<file path="src/rtl/flop_r_pkg.sv">
// ----------------------------------------------------------------------------
// flop_pkg
// Purpose : shared constants for the flop_r register family, used to reject
//           illegal parameter combinations at elaboration time.
// Contents: MAX_WIDTH, MAX_STAGES, param_in_range() helper.
// ----------------------------------------------------------------------------
package flop_pkg;

    localparam int MAX_WIDTH  = 1024;
    localparam int MAX_STAGES = 16;

    // Inclusive range test used by the elaboration-time parameter checks.
    function automatic bit param_in_range(input int val, input int lo, input int hi);
        return (val >= lo) && (val <= hi);
    endfunction

endpackage : flop_pkg

</file>
<file path="src/rtl/flop_r_stage.sv">
// ----------------------------------------------------------------------------
// flop_r_stage
// Purpose : one WIDTH-bit D register with synchronous active-high reset.
// Ports   : i_clk   - rising-edge clock
//           i_reset - synchronous reset, loads RESET_VAL
//           i_d     - data input, WIDTH bits
//           o_q     - registered data output, WIDTH bits
// ----------------------------------------------------------------------------
module flop_r_stage #(
    parameter int               WIDTH     = 8,
    parameter logic [WIDTH-1:0] RESET_VAL = '0
) (
    input  logic             i_clk,
    input  logic             i_reset,
    input  logic [WIDTH-1:0] i_d,
    output logic [WIDTH-1:0] o_q
);

    logic [WIDTH-1:0] r_q;

    // Stage register: reset wins, otherwise capture the input every edge.
    always_ff @(posedge i_clk) begin
        if (i_reset) begin
            r_q <= RESET_VAL;
        end else begin
            r_q <= i_d;
        end
    end

    assign o_q = r_q;

endmodule : flop_r_stage

</file>
<file path="src/rtl/flop_r.sv">
// ----------------------------------------------------------------------------
// flop_r
// Purpose : parameterised synchronously reset D register; with STAGES > 1 it
//           forms a fixed-latency delay line of STAGES cascaded registers.
//           Free-running: no enable, no handshake.
// Params  : WIDTH     - data width, 1..1024
//           RESET_VAL - value loaded into every stage on reset
//           STAGES    - number of cascaded stages (= latency), 1..16
// Ports   : clk   - rising-edge clock
//           reset - synchronous active-high reset
//           d     - data input, WIDTH bits
//           q     - data output, straight from the last stage register
// ----------------------------------------------------------------------------
module flop_r
    import flop_pkg::*;
#(
    parameter int               WIDTH     = 8,
    parameter logic [WIDTH-1:0] RESET_VAL = '0,
    parameter int               STAGES    = 1
) (
    input  logic             clk,
    input  logic             reset,
    input  logic [WIDTH-1:0] d,
    output logic [WIDTH-1:0] q
);

    if (!param_in_range(WIDTH, 1, MAX_WIDTH)) begin : g_bad_width
        $error("flop_r: WIDTH=%0d outside 1..%0d", WIDTH, MAX_WIDTH);
    end
    if (!param_in_range(STAGES, 1, MAX_STAGES)) begin : g_bad_stages
        $error("flop_r: STAGES=%0d outside 1..%0d", STAGES, MAX_STAGES);
    end

    // w_chain[0] is the input, w_chain[i+1] is the output of stage i.
    logic [WIDTH-1:0] w_chain [0:STAGES];

    assign w_chain[0] = d;

    for (genvar g = 0; g < STAGES; g++) begin : g_stage
        flop_r_stage #(
            .WIDTH     (WIDTH),
            .RESET_VAL (RESET_VAL)
        ) u_stage (
            .i_clk   (clk),
            .i_reset (reset),
            .i_d     (w_chain[g]),
            .o_q     (w_chain[g+1])
        );
    end

    // q comes only from a register: no combinational path from d or reset.
    assign q = w_chain[STAGES];

`ifndef SYNTHESIS
    localparam logic [4:0] STAGES_CNT = 5'(STAGES);

    // Number of consecutive non-reset edges, saturating at STAGES; once it
    // saturates every stage holds real data rather than RESET_VAL.
    logic [4:0] r_clean_cnt;
    logic       r_seen_reset;

    // Track how long the pipeline has run without a reset.
    always_ff @(posedge clk) begin
        if (reset) begin
            r_clean_cnt <= 5'd0;
        end else if (r_clean_cnt != STAGES_CNT) begin
            r_clean_cnt <= r_clean_cnt + 5'd1;
        end else begin
            r_clean_cnt <= r_clean_cnt;
        end
    end

    // Remember that state has been initialised at least once.
    always_ff @(posedge clk) begin
        if (reset) begin
            r_seen_reset <= 1'b1;
        end else begin
            r_seen_reset <= r_seen_reset;
        end
    end

    a_reset_known : assert property (@(posedge clk) !$isunknown(reset))
        else $error("flop_r: reset is X at clock edge");

    a_reset_loads : assert property (@(posedge clk) reset |=> (q == RESET_VAL))
        else $error("flop_r: q != RESET_VAL after reset edge");

    a_latency : assert property (@(posedge clk)
        (r_seen_reset && (r_clean_cnt == STAGES_CNT)) |-> (q == $past(d, STAGES)))
        else $error("flop_r: q does not match d delayed by STAGES");

    a_q_known : assert property (@(posedge clk) r_seen_reset |-> !$isunknown(q))
        else $error("flop_r: q is X after reset");
`endif

endmodule : flop_r

</file>
<file path="config.mk">
export PLATFORM = sky130hd
export DESIGN_NAME = flop_r
export DESIGN_NICKNAME = d
export VERILOG_FILES = /design/src/rtl/flop_r_pkg.sv /design/src/rtl/flop_r_stage.sv /design/src/rtl/flop_r.sv
export SDC_FILE = /design/constraint.sdc
export NUM_CORES = 1
export LEC_CHECK = 0
export CORE_AREA = 2 2 39 41
export DETAILED_ROUTE_END_ITERATION = 16
export DIE_AREA = 0 0 41 43
export GPL_TIMING_DRIVEN = 0
export SLEW_MARGIN = 20
export SYNTH_ARGS = -nofsm -noshare
export SYNTH_HDL_FRONTEND = slang
export SYNTH_SLANG_ARGS = --single-unit
</file>
<file path="constraint.sdc">
create_clock -name clk -period 0.8 [get_ports clk]
set_clock_uncertainty 0.2 [all_clocks]
set_input_delay 0.16 -clock clk [delete_from_list [all_inputs] [get_ports clk]]
set_output_delay 0.16 -clock clk [all_outputs]
set_load 0.02 [all_outputs]
</file>
==> summary.txt <==
Job
  • Max-Cap Viols: 0

Status
  • Status: finished with violations
  • Violations in the final reports: setup timing

Placed design
  • Global placer's final weighted congestion: 0.639
  • Placed cell count: 49
  • Placed Area: 400 um2
  • Setup Slack @ Placement: -460 ps
  • PortBufs: 17

CTS
  • Hold_buf cts: 0
  • Clk buf depth: 2
  • Total number of H-tree levels: 1
  • Clock slew at reported path FFs: 50 ps
  • CTS Buf Count: 3
  • CTS tree: built
  • Clk root buf: clkbuf_4
  • Post-CTS Setup Bufs: 0
  • Clock sinks: 8

Routing
  • Detailed-route via count: 168
  • Starting DRC count in detailed routing: 2
  • Post-DRT Antenna Nets: 0
  • # DRC: 0
  • Router iterations before antenna repair: 2
  • Drt wl/cell: 8.15 um
  • Vias per cell: 3.23
  • Post-Route WL: 424 um

Global route
  • Pin count of the biggest net entering global routing: 9
  • GRT Overall Usage: 0.0564
  • Initial antenna violation count: 0
  • Gr ovfl total: 0
  • Vias in the first global route: 154
  • First-pass GRT wire length: 558 um

Synthesis
  • Area leader, netlist: dfxtp_1
  • Synth area leaders: dfxtp_1 76%, nor2b_1 24%
  • Synth cell types: 2
  • Post-synth EDFFs: 0
  • Netlist Area Pre-Place: 210 um2
  • Post-synth top cells: 8 x dfxtp_1, 8 x nor2b_1
  • Mapped Avg Cell Area: 13.1 um2
  • Sequential area share after synthesis: 0.762
  • Post-synth top area share: 0.762
  • YS warnings: 0
  • Number of register bits inferred by synthesis: 8
  • Cells after synthesis: 16
  • Top_reg_cell synth: dfxtp_1
  • Syn nets: 26
  • Ys async rst share: 0

Final layout
  • Largest register FFs: 8
  • Design Area, Final: 442 um2
  • Fin cells: 52
  • Layout filler cell count: 144
  • Area grow syn2layout: 110%
  • FF/Latch Area: 170 um2
  • # diodes: 0
  • Area of the multi-input gates: 50.0 um2
  • Nets: 48
  • Share of cells above drive strength 1: 0.528

Worst hold path
  • Hold path cells: 2
  • Hold Crit Class: input pin to flop

Timing
  • Worst Hold Slack: 154 ps
  • Slew Limit Headroom: 0.844
  • Setup-failing EPs final: 8
  • Post-layout worst setup margin: -242 ps
  • Max Fclk: 960 MHz
  • Fin crit share: 1.30
  • Slew @ Worst Pin: 234 ps
  • Final Hold Viols: 0
  • Final min period: 1040 ps
  • RSZ-0062 raised after global routing: true
  • Pins over their slew limit: 0

Worst setup path
  • Worst setup SP type: flop
  • Worst path cell trace: buf_6
  • Slowest CP cell: dfxtp_2
  • Setup crit end kind: primary output
  • Critical path depth: 1
  • Crit. Startpoint: g_stage[0].u_stage.o_q[5]$_SDFF_PP0_
  • WS Path Type: flop to primary output
  • WP data arrival: 680 ps
  • CP Data Required Time: 440 ps
  • Critical Path End: q[5]
  • Max incr delay on CP: 320 ps
  • CP Max Fanout: 1
  • Buf+Inv Stages, Crit Path: 1
  • Cell family with most CP delay: flip-flops

Floorplan
  • I/O Pins: 18
  • Initial Util: 0.152
  • Die ar.: 0.00176 mm2
  • Die height: 43 um
  • Row cnt: 14
  • Core Box Area: 0.00138 mm2
  • Die Width: 41 um

Power and ir drop
  • Max VDD drop: 654 uV
  • Pleak: 0.185 nW
  • Power Density: 1940 mW/mm2
## layout by cell type, fill, tap and decap left out
master           count
dlygate4sd2_1        1
nor2b_1              8
dfxtp_2              8
buf_6                8
clkbuf_4             3
clkdlybuf4s50_1      8
## report_power, final
| group | internal [mW] | total, mW | leakage, nW | switching (mW) |
|---|---|---|---|---|
| sequential | 0.425 | 0.435 | 0.0688 | 0.00992 |
| combinational | 0.0844 | 0.132 | 0.103 | 0.0472 |
| clock | 0.170 | 0.290 | 0.0138 | 0.120 |
## layer usage
metal,global-route usage,wire length (um),part of all wire,up-vias
met5,0,0,0,-
li1,-,-,-,88
met1,0.0649,191,0.45,62
met2,0.0563,147,0.35,18
met4,0.0800,0,0,0
met3,0.0314,85,0.20,0
## kinds of logic (layout without fill, tap and decap cells)
logic type,Yosys count,in the layout,share of synthesized area
buffers and inverters,0,20,0
flip-flops,8,8,0.762
AND/OR/NAND/NOR,8,8,0.238
## layout make-up
class | count | share of cell area
Tap cell | 16 | 0.0453
Sequential cell | 8 | 0.385
Timing Repair Buffer | 17 | 0.405
Clock buffer | 3 | 0.0510
Multi-Input combinational cell | 8 | 0.113
## worst min-delay path by stage
| stage | to | slack, ps | from |
|---|---|---|---|
| final | g_stage[0].u_stage.o_q[5]$_SDFF_PP0_ | 150 | reset |
| after detailed placement | g_stage[0].u_stage.o_q[3]$_SDFF_PP0_ | 530 | d[3] |
| after global placement | g_stage[0].u_stage.o_q[2]$_SDFF_PP0_ | 530 | d[2] |
| after floorplan | g_stage[0].u_stage.o_q[0]$_SDFF_PP0_ | 30 | reset |
| after global routing | g_stage[0].u_stage.o_q[7]$_SDFF_PP0_ | 170 | reset |
| after CTS | g_stage[0].u_stage.o_q[5]$_SDFF_PP0_ | 150 | reset |
## metrics by stage
step	power (mW)	setup TNS [ps]	util
after global routing	0.907	-2090	0.319
final	0.857	-1890	0.319
after CTS	0.874	-1980	0.319
after floorplan	0.475	0	-
after global placement	0.564	-6390	0.289
after detailed placement	0.566	-6560	0.289
## what timing repair did
action,in CTS,in global routing
pin swaps,0,0
setup endpoints to repair,16,8
gates resized for setup,57,0
Note: power is estimated with default switching activity, not from simulation.
